--- src/rtl/pdp_mem_arbiter_if.sv ---
// Bundle of request, response and memory-command signals around the
// PDP main-memory arbiter. The slave modport is the arbiter's view: it
// serves the fetch/execute requesters and drives the memory command.
// The master modport is the environment's view: requesters plus memory.
interface pdp_mem_arbiter_if #(
    parameter int ADDR_WIDTH = 12,
    parameter int DATA_WIDTH = 12
) ();

    // fetch unit read port
    logic                  ifu_rd_req;
    logic [ADDR_WIDTH-1:0] ifu_rd_addr;
    logic                  ifu_rd_gnt;
    logic                  ifu_rd_valid;
    logic [DATA_WIDTH-1:0] ifu_rd_data;

    // execute unit read/write port
    logic                  exec_rd_req;
    logic                  exec_wr_req;
    logic [ADDR_WIDTH-1:0] exec_rd_addr;
    logic [ADDR_WIDTH-1:0] exec_wr_addr;
    logic [DATA_WIDTH-1:0] exec_wr_data;
    logic                  exec_gnt;
    logic                  exec_rd_valid;
    logic [DATA_WIDTH-1:0] exec_rd_data;

    // memory command / response
    logic                  mem_en;
    logic                  mem_we;
    logic [ADDR_WIDTH-1:0] mem_addr;
    logic [DATA_WIDTH-1:0] mem_wdata;
    logic [DATA_WIDTH-1:0] mem_rdata;
    logic                  mem_busy;

    modport slave (
        input  ifu_rd_req, ifu_rd_addr,
        output ifu_rd_gnt, ifu_rd_valid, ifu_rd_data,
        input  exec_rd_req, exec_wr_req, exec_rd_addr, exec_wr_addr, exec_wr_data,
        output exec_gnt, exec_rd_valid, exec_rd_data,
        output mem_en, mem_we, mem_addr, mem_wdata, mem_busy,
        input  mem_rdata
    );

    modport master (
        output ifu_rd_req, ifu_rd_addr,
        input  ifu_rd_gnt, ifu_rd_valid, ifu_rd_data,
        output exec_rd_req, exec_wr_req, exec_rd_addr, exec_wr_addr, exec_wr_data,
        input  exec_gnt, exec_rd_valid, exec_rd_data,
        input  mem_en, mem_we, mem_addr, mem_wdata, mem_busy,
        output mem_rdata
    );

endinterface

--- src/rtl/pdp_mem_arbiter.sv ---
// PDP main-memory arbiter: shares one single-port memory between the
// fetch unit (reads) and the execute unit (reads and writes). Execute
// wins by default; a starvation counter forces a fetch grant after
// STARVE_LIMIT consecutive execute grants while fetch is waiting.
// Every output is a flop or a decode of flops, so no input reaches an
// output combinationally.
module pdp_mem_arbiter #(
    parameter int ADDR_WIDTH   = 12,
    parameter int DATA_WIDTH   = 12,
    parameter int MEM_LATENCY  = 1,
    parameter int STARVE_LIMIT = 4
) (
    input  logic                clk,
    input  logic                reset_n,
    pdp_mem_arbiter_if.slave    bus
);

    // FSM encoding
    localparam logic [2:0] IDLE = 3'd0;
    localparam logic [2:0] WR   = 3'd1;
    localparam logic [2:0] RD   = 3'd2;
    localparam logic [2:0] WAIT = 3'd3;
    localparam logic [2:0] RESP = 3'd4;

    // requester indices double as the owner tag values
    localparam int   NUM_REQ    = 2;
    localparam int   REQ_IFU    = 0;
    localparam int   REQ_EXEC   = 1;
    localparam logic OWNER_IFU  = 1'b0;
    localparam logic OWNER_EXEC = 1'b1;

    // WAIT lasts MEM_LATENCY-1 cycles; the counter is loaded with the
    // number of WAIT cycles left after the first one.
    localparam logic [1:0] WAIT_INIT  = (MEM_LATENCY > 1) ? 2'(MEM_LATENCY - 2) : 2'd0;
    localparam logic [3:0] STARVE_MAX = 4'(STARVE_LIMIT);

    // reset_n is active-high despite its name
    logic srst;
    assign srst = reset_n;

    logic [2:0]            state_reg;
    logic [2:0]            state_next;
    logic [1:0]            wait_cnt_reg;
    logic [3:0]            starve_cnt_reg;
    logic [3:0]            starve_cnt_next;
    logic                  owner_reg;

    logic                  grant_ifu;
    logic                  grant_exec_rd;
    logic                  grant_exec_wr;
    logic                  grant_any;
    logic                  starve_hit;
    logic                  resp_enter;

    logic                  mem_en_reg;
    logic                  mem_we_reg;
    logic [ADDR_WIDTH-1:0] mem_addr_reg;
    logic [ADDR_WIDTH-1:0] mem_addr_next;
    logic [DATA_WIDTH-1:0] mem_wdata_reg;
    logic [DATA_WIDTH-1:0] mem_wdata_next;
    logic                  ifu_gnt_reg;
    logic                  exec_gnt_reg;

    assign starve_hit = (starve_cnt_reg == STARVE_MAX) && bus.ifu_rd_req;
    assign grant_any  = grant_ifu | grant_exec_rd | grant_exec_wr;
    assign resp_enter = (state_next == RESP);

    // arbitration (IDLE only) and next-state decode
    always_comb begin
        grant_ifu     = 1'b0;
        grant_exec_rd = 1'b0;
        grant_exec_wr = 1'b0;
        state_next    = state_reg;
        case (state_reg)
            IDLE: begin
                if (starve_hit) begin
                    grant_ifu = 1'b1;
                end else if (bus.exec_wr_req) begin
                    grant_exec_wr = 1'b1;
                end else if (bus.exec_rd_req) begin
                    grant_exec_rd = 1'b1;
                end else if (bus.ifu_rd_req) begin
                    grant_ifu = 1'b1;
                end
                if (grant_exec_wr) begin
                    state_next = WR;
                end else if (grant_exec_rd || grant_ifu) begin
                    state_next = RD;
                end else begin
                    state_next = IDLE;
                end
            end
            WR:   state_next = IDLE;
            RD:   state_next = (MEM_LATENCY == 1) ? RESP : WAIT;
            WAIT: state_next = (wait_cnt_reg == 2'd0) ? RESP : WAIT;
            RESP: state_next = IDLE;
            default: state_next = IDLE;
        endcase
    end

    // memory command fields of the winner; zero when nothing is issued
    always_comb begin
        mem_addr_next  = '0;
        mem_wdata_next = '0;
        if (grant_exec_wr) begin
            mem_addr_next  = bus.exec_wr_addr;
            mem_wdata_next = bus.exec_wr_data;
        end else if (grant_exec_rd) begin
            mem_addr_next  = bus.exec_rd_addr;
        end else if (grant_ifu) begin
            mem_addr_next  = bus.ifu_rd_addr;
        end
    end

    // starvation counter: counts exec grants while fetch waits
    always_comb begin
        starve_cnt_next = starve_cnt_reg;
        if (grant_ifu) begin
            starve_cnt_next = 4'd0;
        end else if ((state_reg == IDLE) && !bus.ifu_rd_req) begin
            starve_cnt_next = 4'd0;
        end else if ((grant_exec_rd || grant_exec_wr) && bus.ifu_rd_req &&
                     (starve_cnt_reg != STARVE_MAX)) begin
            starve_cnt_next = starve_cnt_reg + 4'd1;
        end
    end

    // state, counters and owner tag
    always_ff @(posedge clk) begin
        if (srst) begin
            state_reg      <= IDLE;
            wait_cnt_reg   <= 2'd0;
            starve_cnt_reg <= 4'd0;
            owner_reg      <= OWNER_IFU;
        end else begin
            state_reg      <= state_next;
            starve_cnt_reg <= starve_cnt_next;
            if (state_reg == RD) begin
                wait_cnt_reg <= WAIT_INIT;
            end else if ((state_reg == WAIT) && (wait_cnt_reg != 2'd0)) begin
                wait_cnt_reg <= wait_cnt_reg - 2'd1;
            end
            if (grant_ifu) begin
                owner_reg <= OWNER_IFU;
            end else if (grant_exec_rd) begin
                owner_reg <= OWNER_EXEC;
            end
        end
    end

    // registered memory command and grant pulses, live only in WR/RD
    always_ff @(posedge clk) begin
        if (srst) begin
            mem_en_reg    <= 1'b0;
            mem_we_reg    <= 1'b0;
            mem_addr_reg  <= '0;
            mem_wdata_reg <= '0;
            ifu_gnt_reg   <= 1'b0;
            exec_gnt_reg  <= 1'b0;
        end else begin
            mem_en_reg    <= grant_any;
            mem_we_reg    <= grant_exec_wr;
            mem_addr_reg  <= mem_addr_next;
            mem_wdata_reg <= mem_wdata_next;
            ifu_gnt_reg   <= grant_ifu;
            exec_gnt_reg  <= grant_exec_rd | grant_exec_wr;
        end
    end

    // per-requester response registers: data holds until the next valid
    genvar gi;
    generate
        for (gi = 0; gi < NUM_REQ; gi++) begin : g_rsp
            logic                  valid_reg;
            logic [DATA_WIDTH-1:0] data_reg;
            logic                  is_owner;

            assign is_owner = (owner_reg == 1'(gi));

            // capture memory data for this requester on entry to RESP
            always_ff @(posedge clk) begin
                if (srst) begin
                    valid_reg <= 1'b0;
                    data_reg  <= '0;
                end else begin
                    valid_reg <= resp_enter && is_owner;
                    if (resp_enter && is_owner) begin
                        data_reg <= bus.mem_rdata;
                    end
                end
            end
        end
    endgenerate

    assign bus.ifu_rd_gnt    = ifu_gnt_reg;
    assign bus.ifu_rd_valid  = g_rsp[REQ_IFU].valid_reg;
    assign bus.ifu_rd_data   = g_rsp[REQ_IFU].data_reg;
    assign bus.exec_gnt      = exec_gnt_reg;
    assign bus.exec_rd_valid = g_rsp[REQ_EXEC].valid_reg;
    assign bus.exec_rd_data  = g_rsp[REQ_EXEC].data_reg;
    assign bus.mem_en        = mem_en_reg;
    assign bus.mem_we        = mem_we_reg;
    assign bus.mem_addr      = mem_addr_reg;
    assign bus.mem_wdata     = mem_wdata_reg;
    assign bus.mem_busy      = (state_reg != IDLE);

endmodule

--- src/flat_wrapper.sv ---
// flat-port wrapper written by rule: the top's interface ports become plain ports
module pdp_mem_arbiter_flat 
#(
    parameter int ADDR_WIDTH   = 12,
    parameter int DATA_WIDTH   = 12,
    parameter int MEM_LATENCY  = 1,
    parameter int STARVE_LIMIT = 4
)
  (clk, reset_n, bus_ifu_rd_req, bus_ifu_rd_addr, bus_ifu_rd_gnt, bus_ifu_rd_valid, bus_ifu_rd_data, bus_exec_rd_req, bus_exec_wr_req, bus_exec_rd_addr, bus_exec_wr_addr, bus_exec_wr_data, bus_exec_gnt, bus_exec_rd_valid, bus_exec_rd_data, bus_mem_en, bus_mem_we, bus_mem_addr, bus_mem_wdata, bus_mem_busy, bus_mem_rdata);
  pdp_mem_arbiter_if #(.ADDR_WIDTH(ADDR_WIDTH), .DATA_WIDTH(DATA_WIDTH)) bus_i ();
  input  logic clk;
  input  logic reset_n;
  input wire logic [$bits(bus_i.ifu_rd_req)-1:0] bus_ifu_rd_req;
  input wire logic [$bits(bus_i.ifu_rd_addr)-1:0] bus_ifu_rd_addr;
  output wire logic [$bits(bus_i.ifu_rd_gnt)-1:0] bus_ifu_rd_gnt;
  output wire logic [$bits(bus_i.ifu_rd_valid)-1:0] bus_ifu_rd_valid;
  output wire logic [$bits(bus_i.ifu_rd_data)-1:0] bus_ifu_rd_data;
  input wire logic [$bits(bus_i.exec_rd_req)-1:0] bus_exec_rd_req;
  input wire logic [$bits(bus_i.exec_wr_req)-1:0] bus_exec_wr_req;
  input wire logic [$bits(bus_i.exec_rd_addr)-1:0] bus_exec_rd_addr;
  input wire logic [$bits(bus_i.exec_wr_addr)-1:0] bus_exec_wr_addr;
  input wire logic [$bits(bus_i.exec_wr_data)-1:0] bus_exec_wr_data;
  output wire logic [$bits(bus_i.exec_gnt)-1:0] bus_exec_gnt;
  output wire logic [$bits(bus_i.exec_rd_valid)-1:0] bus_exec_rd_valid;
  output wire logic [$bits(bus_i.exec_rd_data)-1:0] bus_exec_rd_data;
  output wire logic [$bits(bus_i.mem_en)-1:0] bus_mem_en;
  output wire logic [$bits(bus_i.mem_we)-1:0] bus_mem_we;
  output wire logic [$bits(bus_i.mem_addr)-1:0] bus_mem_addr;
  output wire logic [$bits(bus_i.mem_wdata)-1:0] bus_mem_wdata;
  output wire logic [$bits(bus_i.mem_busy)-1:0] bus_mem_busy;
  input wire logic [$bits(bus_i.mem_rdata)-1:0] bus_mem_rdata;
  assign bus_i.ifu_rd_req = bus_ifu_rd_req;
  assign bus_i.ifu_rd_addr = bus_ifu_rd_addr;
  assign bus_ifu_rd_gnt = bus_i.ifu_rd_gnt;
  assign bus_ifu_rd_valid = bus_i.ifu_rd_valid;
  assign bus_ifu_rd_data = bus_i.ifu_rd_data;
  assign bus_i.exec_rd_req = bus_exec_rd_req;
  assign bus_i.exec_wr_req = bus_exec_wr_req;
  assign bus_i.exec_rd_addr = bus_exec_rd_addr;
  assign bus_i.exec_wr_addr = bus_exec_wr_addr;
  assign bus_i.exec_wr_data = bus_exec_wr_data;
  assign bus_exec_gnt = bus_i.exec_gnt;
  assign bus_exec_rd_valid = bus_i.exec_rd_valid;
  assign bus_exec_rd_data = bus_i.exec_rd_data;
  assign bus_mem_en = bus_i.mem_en;
  assign bus_mem_we = bus_i.mem_we;
  assign bus_mem_addr = bus_i.mem_addr;
  assign bus_mem_wdata = bus_i.mem_wdata;
  assign bus_mem_busy = bus_i.mem_busy;
  assign bus_i.mem_rdata = bus_mem_rdata;
  pdp_mem_arbiter #(.ADDR_WIDTH(ADDR_WIDTH), .DATA_WIDTH(DATA_WIDTH), .MEM_LATENCY(MEM_LATENCY), .STARVE_LIMIT(STARVE_LIMIT)) u_core (.clk(clk), .reset_n(reset_n), .bus(bus_i));
endmodule
--- config.mk ---
export PLATFORM = sky130hd
export DESIGN_NAME = pdp_mem_arbiter_flat
export DESIGN_NICKNAME = d
export VERILOG_FILES = /design/src/rtl/pdp_mem_arbiter_if.sv /design/src/rtl/pdp_mem_arbiter.sv /design/src/flat_wrapper.sv
export SDC_FILE = /design/constraint.sdc
export NUM_CORES = 1
export LEC_CHECK = 0
export CAP_MARGIN = 30
export CORE_MARGIN = 2
export CORE_UTILIZATION = 38
export CTS_CLUSTER_SIZE = 14
export DETAILED_ROUTE_END_ITERATION = 12
export PLACE_DENSITY = 0.76
export SYNTH_ARGS = -nofsm -noshare
export SYNTH_HDL_FRONTEND = slang
export SYNTH_SLANG_ARGS = --single-unit
export TNS_END_PERCENT = 20
--- constraint.sdc ---
create_clock -name clk -period 1.5 [get_ports clk]
set_input_delay 0.3 -clock clk [delete_from_list [all_inputs] [get_ports clk]]
set_output_delay 0.3 -clock clk [all_outputs]
set_load 0.03 [all_outputs]
==> impl_metrics.tcl <==
set metrics [dict create \
    dr.pass1.iters 4 \
    required_ps 1200 \
    area_growth_pct 62.1 \
    finalCritPeriodShare_pct 96.8 \
    wl_per_cell_um 15.3 \
    synthTopCellsByArea "dfxtp_1, a21oi_1, o31ai_1" \
    synth_edf_count 0 \
    synth-seq-cells 64 \
    hold_class "primary input to register" \
    grt_max_degree 52 \
    wl_met1_mm 3.56 \
    clk_latency_ps 350 \
    hold_viol_final 0 \
    p_leak_nw 1.84 \
    die_h_um 89.4 \
    vias_per_cell 5.38 \
    dp_slack_ps -207 \
    placementRows 31 \
    die_w_um 89.4 \
    syn_inst 305 \
    yosysTopAreaCell "dfxtp_1" \
    fin_ws_ps 48.0 \
    worst_setup_path_end_kind "primary output" \
    layout.nets 500 \
    cts_root_buffer "clkbuf_8" \
    ys_async_sr_fraction_pct 0 \
    design.core.area_um2 7140 \
    htree_levels 3 \
    routabilityCongestion 0.806 \
    routed_wl_mm 8.20 \
    cts_tree "yes" \
    cts_buffers 9 \
    fin_crit_ps 1450 \
    path_class "register to primary output" \
    io_buffers 119 \
    yosysTopAreaCellShare_pct 46.3 \
    synth_cell_types 37 \
    setup-violations-final 0 \
    top_layer_used "met4" \
    synth_warnings 0 \
    synth_area_um2 2770 \
    dr.first_iter.drc_count 128 \
    wl_met3_um 573 \
    critPathLaunchType "register" \
    cap_violations 0 \
    ys.flop_type "dfxtp_1" \
    worstPathArrival_ps 1150 \
    ant_nets 0 \
    ir_worst_vdd_v 0.000920 \
    fill_cells 631 \
    outcome "finished clean" \
    grt_pass1_vias 2776 \
    fin_skew_ps 9.10 \
    io_pins 120 \
    hold_buffers 0 \
    drc 0 \
    worstMarginPinSlew_ps 513 \
    grt_antenna_before_repair 0 \
    n_antenna_cell 0 \
    cp_max_fo 2 \
    grtUsageTotal_pct 20.9 \
    synth_seq_area_share_pct 46.3 \
    die_area_um2 7990 \
    fmax_mhz 689 \
    power_density_nw_per_um2 1060 \
    avgSynthCellArea_um2 9.08 \
    drive_gt1_share_pct 14.6 \
    start_util_pct 38.8 \
    hold_slack_ps 367 \
    grt_overflow 0 \
    grt_pass1_wl_mm 12.9 \
    wl_met2_mm 3.85 \
    grt_setup_unrepaired "false" \
    clockBufferDepth 2 \
    vias 2885 \
    hpwlAfterDp_mm 5.52 \
    clk_pin_slew_worst_paths_ps 70 \
    worst-r2r-setup-slack_ps 70 \
    cts_setup_buffers 0 \
    maxSlewViolCount 0 \
    clock_sinks 64 \
    max_slew_margin_pct 65.8 \
    synth_nets 373 \
]
per-stage QoR:
stage / cell area, um^2 / cells / power (mW) / setup TNS [ps] / util [%]
final: 4490 / 536 / 4.75 / 0 / 62.9
after global routing: 4490 / 536 / 4.91 / 0 / 62.9
after CTS: 4460 / 535 / 4.77 / -64.9 / 62.5
after detailed placement: 4240 / 519 / 2.68 / -4790 / 59.3
after global placement: 4240 / 519 / 2.67 / -3930 / 59.3
after floorplan: 2780 / 305 / 2.25 / 0 / -
cells in the mapped netlist (2+ instances only):
library cell and instances:
dfxtp_1 64, a21oi_1 40, nand4_1 27, o31ai_1 25, clkbuf_1 22, nand2_1 17
and2_1 13, buf_2 13, nand3b_1 13, a221o_1 12, o211ai_1 12, inv_1 4
nand4b_1 4, ha_1 3, nand3_1 3, nor2b_1 3, nor4_1 3, a31oi_1 2
nand2b_1 2, nor2_1 2, nor3_1 2, o21a_1 2, o21ai_0 2, o21bai_1 2
timing repair:
item	in CTS	in global routing
gates resized for setup	58	9
gates cloned	0	1
pin swaps	0	1
setup endpoints to repair	69	38
path summary, 6_finish.rpt:
path / end / cells past startpoint / startpoint
worst max-delay path: bus_mem_busy / 3 / u_core.state_reg[0]$_SDFF_PP0_
worst min-delay path: u_core.bus.mem_en$_SDFF_PP0_ / 4 / reset_n
worst max register to register: u_core.bus.mem_addr[3]$_SDFF_PP0_ / 5 / u_core.starve_cnt_reg[0]$_SDFFE_PP0P_
worst min register to register: u_core.g_rsp[1].is_owner$_SDFFE_PP0P_ / 2 / u_core.g_rsp[1].is_owner$_SDFFE_PP0P_
kinds of logic after synthesis:
kind of cell / synth area share [%]
buf+inv: 6.68
simple gates: 21.4
fa+ha+maj: 1.36
flops: 46.3
compound gates: 24.3
critical path, stage by stage, from the launching register on:
cell	delay, ps
dfxtp_1	340
nor3_4	240
inv_2	50
buf_2	170
layout by cell type (no fill, tap or decap), types with 2 or more instances in the layout:
| master | Yosys | layout |
|---|---|---|
| clkbuf_8 | 0 | 9 |
| nand4_1 | 27 | 27 |
| nor4_1 | 3 | 2 |
| o31ai_1 | 25 | 23 |
| a31oi_1 | 2 | 2 |
| o21ai_0 | 2 | 2 |
| inv_1 | 4 | 4 |
| dlygate4sd2_1 | 0 | 54 |
| buf_2 | 13 | 2 |
| nor2b_1 | 3 | 2 |
| o21bai_1 | 2 | 2 |
| bufinv_16 | 0 | 5 |
| dfxtp_1 | 64 | 62 |
| o21a_1 | 2 | 2 |
| clkdlybuf4s50_1 | 0 | 63 |
| buf_4 | 0 | 28 |
| o211ai_1 | 12 | 12 |
| and2_1 | 13 | 13 |
| nand3_1 | 3 | 3 |
| nand2_1 | 17 | 17 |
| dfxtp_2 | 0 | 2 |
| nand4b_1 | 4 | 4 |
| ha_1 | 3 | 2 |
| buf_12 | 0 | 5 |
| nor2_1 | 2 | 2 |
| nor3_1 | 2 | 2 |
| o31ai_2 | 0 | 2 |
| a21oi_1 | 40 | 40 |
| a221o_1 | 12 | 12 |
| nand3b_1 | 13 | 13 |
routing by layer:
layer  vias to the layer above  GRT usage (%)
li1                       1403              -
met2                       124           34.1
met5                         -              0
met3                        18           5.26
met4                         0           10.7
met1                      1340           25.5
power by group:
| part | switching [mW] | total [mW] | leakage, nW | internal, mW |
|---|---|---|---|---|
| logic | 0.428 | 0.804 | 1.18 | 0.377 |
| clock network | 0.699 | 2.14 | 0.140 | 1.45 |
| registers | 0.0260 | 1.80 | 0.522 | 1.77 |
final cells by class:
class / count / area, um^2 / share of cell area (%)
Inverter: 6 / 22.5 / 0.502
Clock inverter: 7 / 166 / 3.71
Sequential cell: 64 / 1280 / 28.6
Clock buffer: 9 / 124 / 2.76
Tap cell: 99 / 124 / 2.76
Multi-Input combinational cell: 199 / 1350 / 30.0
Timing Repair Buffer: 152 / 1420 / 31.7
(Power assumes the default switching activity.)
==> RTL change 1 (same flow settings) <==
Take the reset off `mem_addr_reg` and `mem_wdata_reg` and load them in a clocked block of their own.
--- a/src/rtl/pdp_mem_arbiter.sv
+++ b/src/rtl/pdp_mem_arbiter.sv
@@ -155,4 +155,2 @@
             mem_we_reg    <= 1'b0;
-            mem_addr_reg  <= '0;
-            mem_wdata_reg <= '0;
             ifu_gnt_reg   <= 1'b0;
@@ -162,4 +160,2 @@
             mem_we_reg    <= grant_exec_wr;
-            mem_addr_reg  <= mem_addr_next;
-            mem_wdata_reg <= mem_wdata_next;
             ifu_gnt_reg   <= grant_ifu;
@@ -167,2 +163,7 @@
         end
+    end
+
+    always_ff @(posedge clk) begin
+        mem_addr_reg  <= mem_addr_next;
+        mem_wdata_reg <= mem_wdata_next;
     end
Check against the original RTL: not equivalent (Yosys sat finds a counterexample within 4 cycles, from zero or initial values and one cycle with reset_n high).
==> RTL change 1 against the original RTL <==
- via count shrank 2.7%
- critical path type unchanged
- sequential share of layout area increased by 1.2 points
- critical path depth did not move
- sequential cell count stayed put
- global-route usage grew 0.70 points
- worst hold slack improved by 0.10 ns
- area after synthesis decreased by 1.0%
- wire length shrank 0.84%
- utilization is 0.26 points lower
- combinational power up 18%
- worst setup slack gained 0.015 ns
- design area fell by 4.2%
- power shrank 8.4%
==> RTL change 1: results <==
[clocking]
post_cts_buffers = 0

[logic_synthesis]
seq_area_frac_synth_pct = 46.7
synthTopCellsByCount = dfxtp_1, a21oi_1, nand4_1
synth_cell_types = 38
async_flop_share_pct = 0
syn_inst = 290
synthTopCellsByArea = dfxtp_1, o31ai_1, nand4_1
syn-num-nets = 358

[power_and_ir_drop]
peakVddDrop_mv = 0.476
p_leak_nw = 1.84

[critical_path]
path_max_fanout = 2
slowest_delay_ns = 0.32

[global_route]
grtUsageTotal_pct = 21.6
grt_use_met1_pct = 26.9
grt_pass1_vias = 2808
grt_pass1_wl_um = 13300
grt_max_degree = 27
use_met3_pct = 8.03

[cells_and_area]
fin_nets = 488
drive_gt1_share_pct = 14.6
final_cells = 520

[sta]
maxSlewHeadroom_pct = 66.6
skew_ns = 0.00756

[worst_hold_path]
hp-class = reg2reg

[placement]
gp_congestion = 0.814
hpwl_um = 5780
placed_cells = 505
pre_cts_ws_ns = -0.238

[detailed_routing]
routed_wirelength_um = 8130
viasPerCell = 5.40

[status]
status = complete, no violations
[RTL change 1: cell types whose count changed in the layout (fill, tap and decap cells not counted), moves of 3 or more]
cell,delta
a21o_1,+11
buf_12,-3
a2bb2oi_1,+12
clkbuf_8,+3
o31ai_1,-3
a221o_1,-12
nand3_1,+12
nand2_1,-11
nand3b_1,-12
a21oi_1,-11
bufinv_16,-4
buf_4,+3
[RTL change 1: worst paths after layout]
check | slack [ns] | startpoint | cells after the start | to
setup / recovery | 0.06 | u_core.state_reg[0]$_SDFF_PP0_ | 3 | bus_mem_busy
hold reg to reg | 0.47 | u_core.bus.ifu_rd_data[11]$_SDFFE_PP0P_ | 2 | u_core.bus.ifu_rd_data[11]$_SDFFE_PP0P_
hold / removal | 0.47 | u_core.bus.ifu_rd_data[11]$_SDFFE_PP0P_ | 2 | u_core.bus.ifu_rd_data[11]$_SDFFE_PP0P_
setup reg to reg | 0.09 | u_core.state_reg[2]$_SDFF_PP0_ | 5 | u_core.bus.mem_addr[0]$_DFF_P_
[RTL change 1: metrics by stage]
stage	power, mW	utilization, %	instance area [um2]
after floorplan	2.42	-	2740
after global placement	2.88	60.3	4140
after global routing	4.53	62.7	4300
final	4.35	62.7	4300
after CTS	4.37	62.4	4290
after detailed placement	2.89	60.3	4140
[RTL change 1: report_power, final]
group | total [mW] | internal (mW) | switching [mW] | leakage (nW)
Sequential | 1.84 | 1.81 | 0.0341 | 0.525
Clock | 1.56 | 0.889 | 0.669 | 0.108
Combinational | 0.950 | 0.417 | 0.533 | 1.21
[RTL change 1: tightest hold or removal path, cell delays in order, from the launching register on]
cell and delay, ns:
dfxtp_1 0.31, o31ai_1 0.06, a21oi_1 0.06
[RTL change 1: what timing repair did]
item                                    CTS  global route
pin swaps                                 0             1
resized for setup                        58             9
endpoints found under the setup margin   68            40
hold endpoints to repair                  0             0
[RTL change 1: logic make-up after synthesis]
group	after synthesis	synth area share, %
AO/OA/AOI/OAI	98	24.5
buffers and inverters	39	7.62
flip-flops	64	46.7
AND/OR/NAND/NOR	86	19.8
adder cells (fa/ha/maj)	3	1.37
[RTL change 1: area by class of cell]
type,instances,area (um2)
multi-input cells,187,1280
clock buffers,12,165
flip-flops and latches,64,1280
repair buffers,152,1390
clock inverters,3,40.0
well taps,96,120
inverters,6,22.5
fillers,612,2560
[RTL change 1: routing by layer]
metal,vias up,wire (um)
met4,0,99
met1,1329,3470
li1,1354,-
met2,116,3820
met5,-,0
met3,9,734
==> RTL change 2 (same flow settings) <==
Without the edit above. `DATA_WIDTH` is set to 12 in 3 places; all go to 6.
--- a/src/rtl/pdp_mem_arbiter_if.sv
+++ b/src/rtl/pdp_mem_arbiter_if.sv
@@ -6,3 +6,3 @@
     parameter int ADDR_WIDTH = 12,
-    parameter int DATA_WIDTH = 12
+    parameter int DATA_WIDTH = 6
 ) ();
--- a/src/rtl/pdp_mem_arbiter.sv
+++ b/src/rtl/pdp_mem_arbiter.sv
@@ -8,3 +8,3 @@
     parameter int ADDR_WIDTH   = 12,
-    parameter int DATA_WIDTH   = 12,
+    parameter int DATA_WIDTH   = 6,
     parameter int MEM_LATENCY  = 1,
--- a/src/flat_wrapper.sv
+++ b/src/flat_wrapper.sv
@@ -4,3 +4,3 @@
     parameter int ADDR_WIDTH   = 12,
-    parameter int DATA_WIDTH   = 12,
+    parameter int DATA_WIDTH   = 6,
     parameter int MEM_LATENCY  = 1,
Interface: changed (5 resized); port bits go from 120 to 90. The function was not compared with the original's and may differ.
==> RTL change 2 against the original RTL <==
- the flow now finishes with violations (setup timing)
- global-route usage fell by 2.7 points
- worst setup slack worse by 0.19 ns
- area after synthesis decreased by 37%
- sequential cell count down 18
- power down 41%
- worst hold slack improved by 0.11 ns
- wire length fell by 43%
- clock power shrank 57%
- design area shrank 33%
- clock skew down 0.0038 ns
- sequential share of layout area grew 2.3 points
- critical path type is now reg2reg
- critical endpoint is now u_core.bus.mem_addr[6]$_SDFF_PP0_
- largest cell class unchanged
==> RTL change 2: results <==
[clocking]
clk-insertion-delay-late_ns = 0.30
htree_levels = 2
cts_buffers = 5

[cells_and_area]
final-nonclk-buf-share_pct = 35.3
clkbuf_count = 6
final_util_pct = 68.1
multi_input_area_um2 = 817
buffers_excl_clock = 114
fillCellCount = 363

[detailed_routing]
met3_wirelength_um = 233
routed_wirelength_um = 4630
viasPerCell = 4.88
wl_met2_um = 2290
wirelength_met1_um = 2040
first_pass_iters = 3

[sta]
finalSetupViolations = 22
worst_slack_ns = -0.138
skew_ns = 0.00530
holdWs_ns = 0.482

[logic_synthesis]
synth.avg_cell_area_um2 = 10.3
seq_area_frac_synth_pct = 52.5
syn-num-nets = 226
synthTopCellsByArea = dfxtp_1, a22o_1, mux2i_1
synthTopCellsByCount = dfxtp_1, a22o_1, nor2_1

[status]
failed_checks = setup timing
status = finished, violations left

[global_route]
grt_pass1_wl_um = 7310
grt_pass1_vias = 1589
met2_usage_pct = 30.9
grt_max_degree = 21
grtUsageTotal_pct = 18.2

[worst_hold_path]
hp-class = reg2reg

[placement]
gp_congestion = 0.754

[critical_path]
timing.rr.end = u_core.bus.mem_addr[6]$_SDFF_PP0_
rr_startpoint = u_core.starve_cnt_reg[1]$_SDFFE_PP0P_
crit_type = reg2reg

[floorplanning]
taps = 52

[power_and_ir_drop]
p_leak_nw = 1.40
==> RTL change 2: changes by cell type after synthesis, moves of 17 or more <==
cell      delta
nor2_1      +20
dfxtp_1     -18
nand4_1     -27
clkbuf_1    -17
o31ai_1     -25
a22o_1      +24
a21oi_1     -32
==> RTL change 2: worst min path at each step <==
stage                                                 from                                     end  cells after the start
floorplan                              bus_exec_wr_data[0]      u_core.bus.mem_wdata[0]$_SDFF_PP0_                      1
global placement       u_core.wait_cnt_reg[1]$_SDFFE_PP0P_     u_core.wait_cnt_reg[1]$_SDFFE_PP0P_                      2
detailed placement     u_core.wait_cnt_reg[1]$_SDFFE_PP0P_     u_core.wait_cnt_reg[1]$_SDFFE_PP0P_                      2
CTS                    u_core.wait_cnt_reg[1]$_SDFFE_PP0P_     u_core.wait_cnt_reg[1]$_SDFFE_PP0P_                      2
global route        u_core.bus.ifu_rd_data[5]$_SDFFE_PP0P_  u_core.bus.ifu_rd_data[5]$_SDFFE_PP0P_                      2
finish                 u_core.wait_cnt_reg[1]$_SDFFE_PP0P_     u_core.wait_cnt_reg[1]$_SDFFE_PP0P_                      2
==> RTL change 2: power groups by stage <==
| stage | logic, mW | registers [mW] | clock network, mW |
|---|---|---|---|
| after floorplan | 0.175 | 1.43 | 0 |
| after global placement | 0.602 | 1.33 | 0 |
| after detailed placement | 0.609 | 1.33 | 0 |
| after CTS | 0.584 | 1.30 | 0.939 |
| after global routing | 0.625 | 1.31 | 0.984 |
| final | 0.586 | 1.30 | 0.918 |
==> RTL change 2: cell families after synthesis <==
logic type / synth area share, %
AO/OA/AOI/OAI: 18.0
adder cells (fa/ha/maj): 2.14
buffers and inverters: 3.92
flip-flops: 52.5
multiplexers: 6.84
AND/OR/NAND/NOR: 16.7
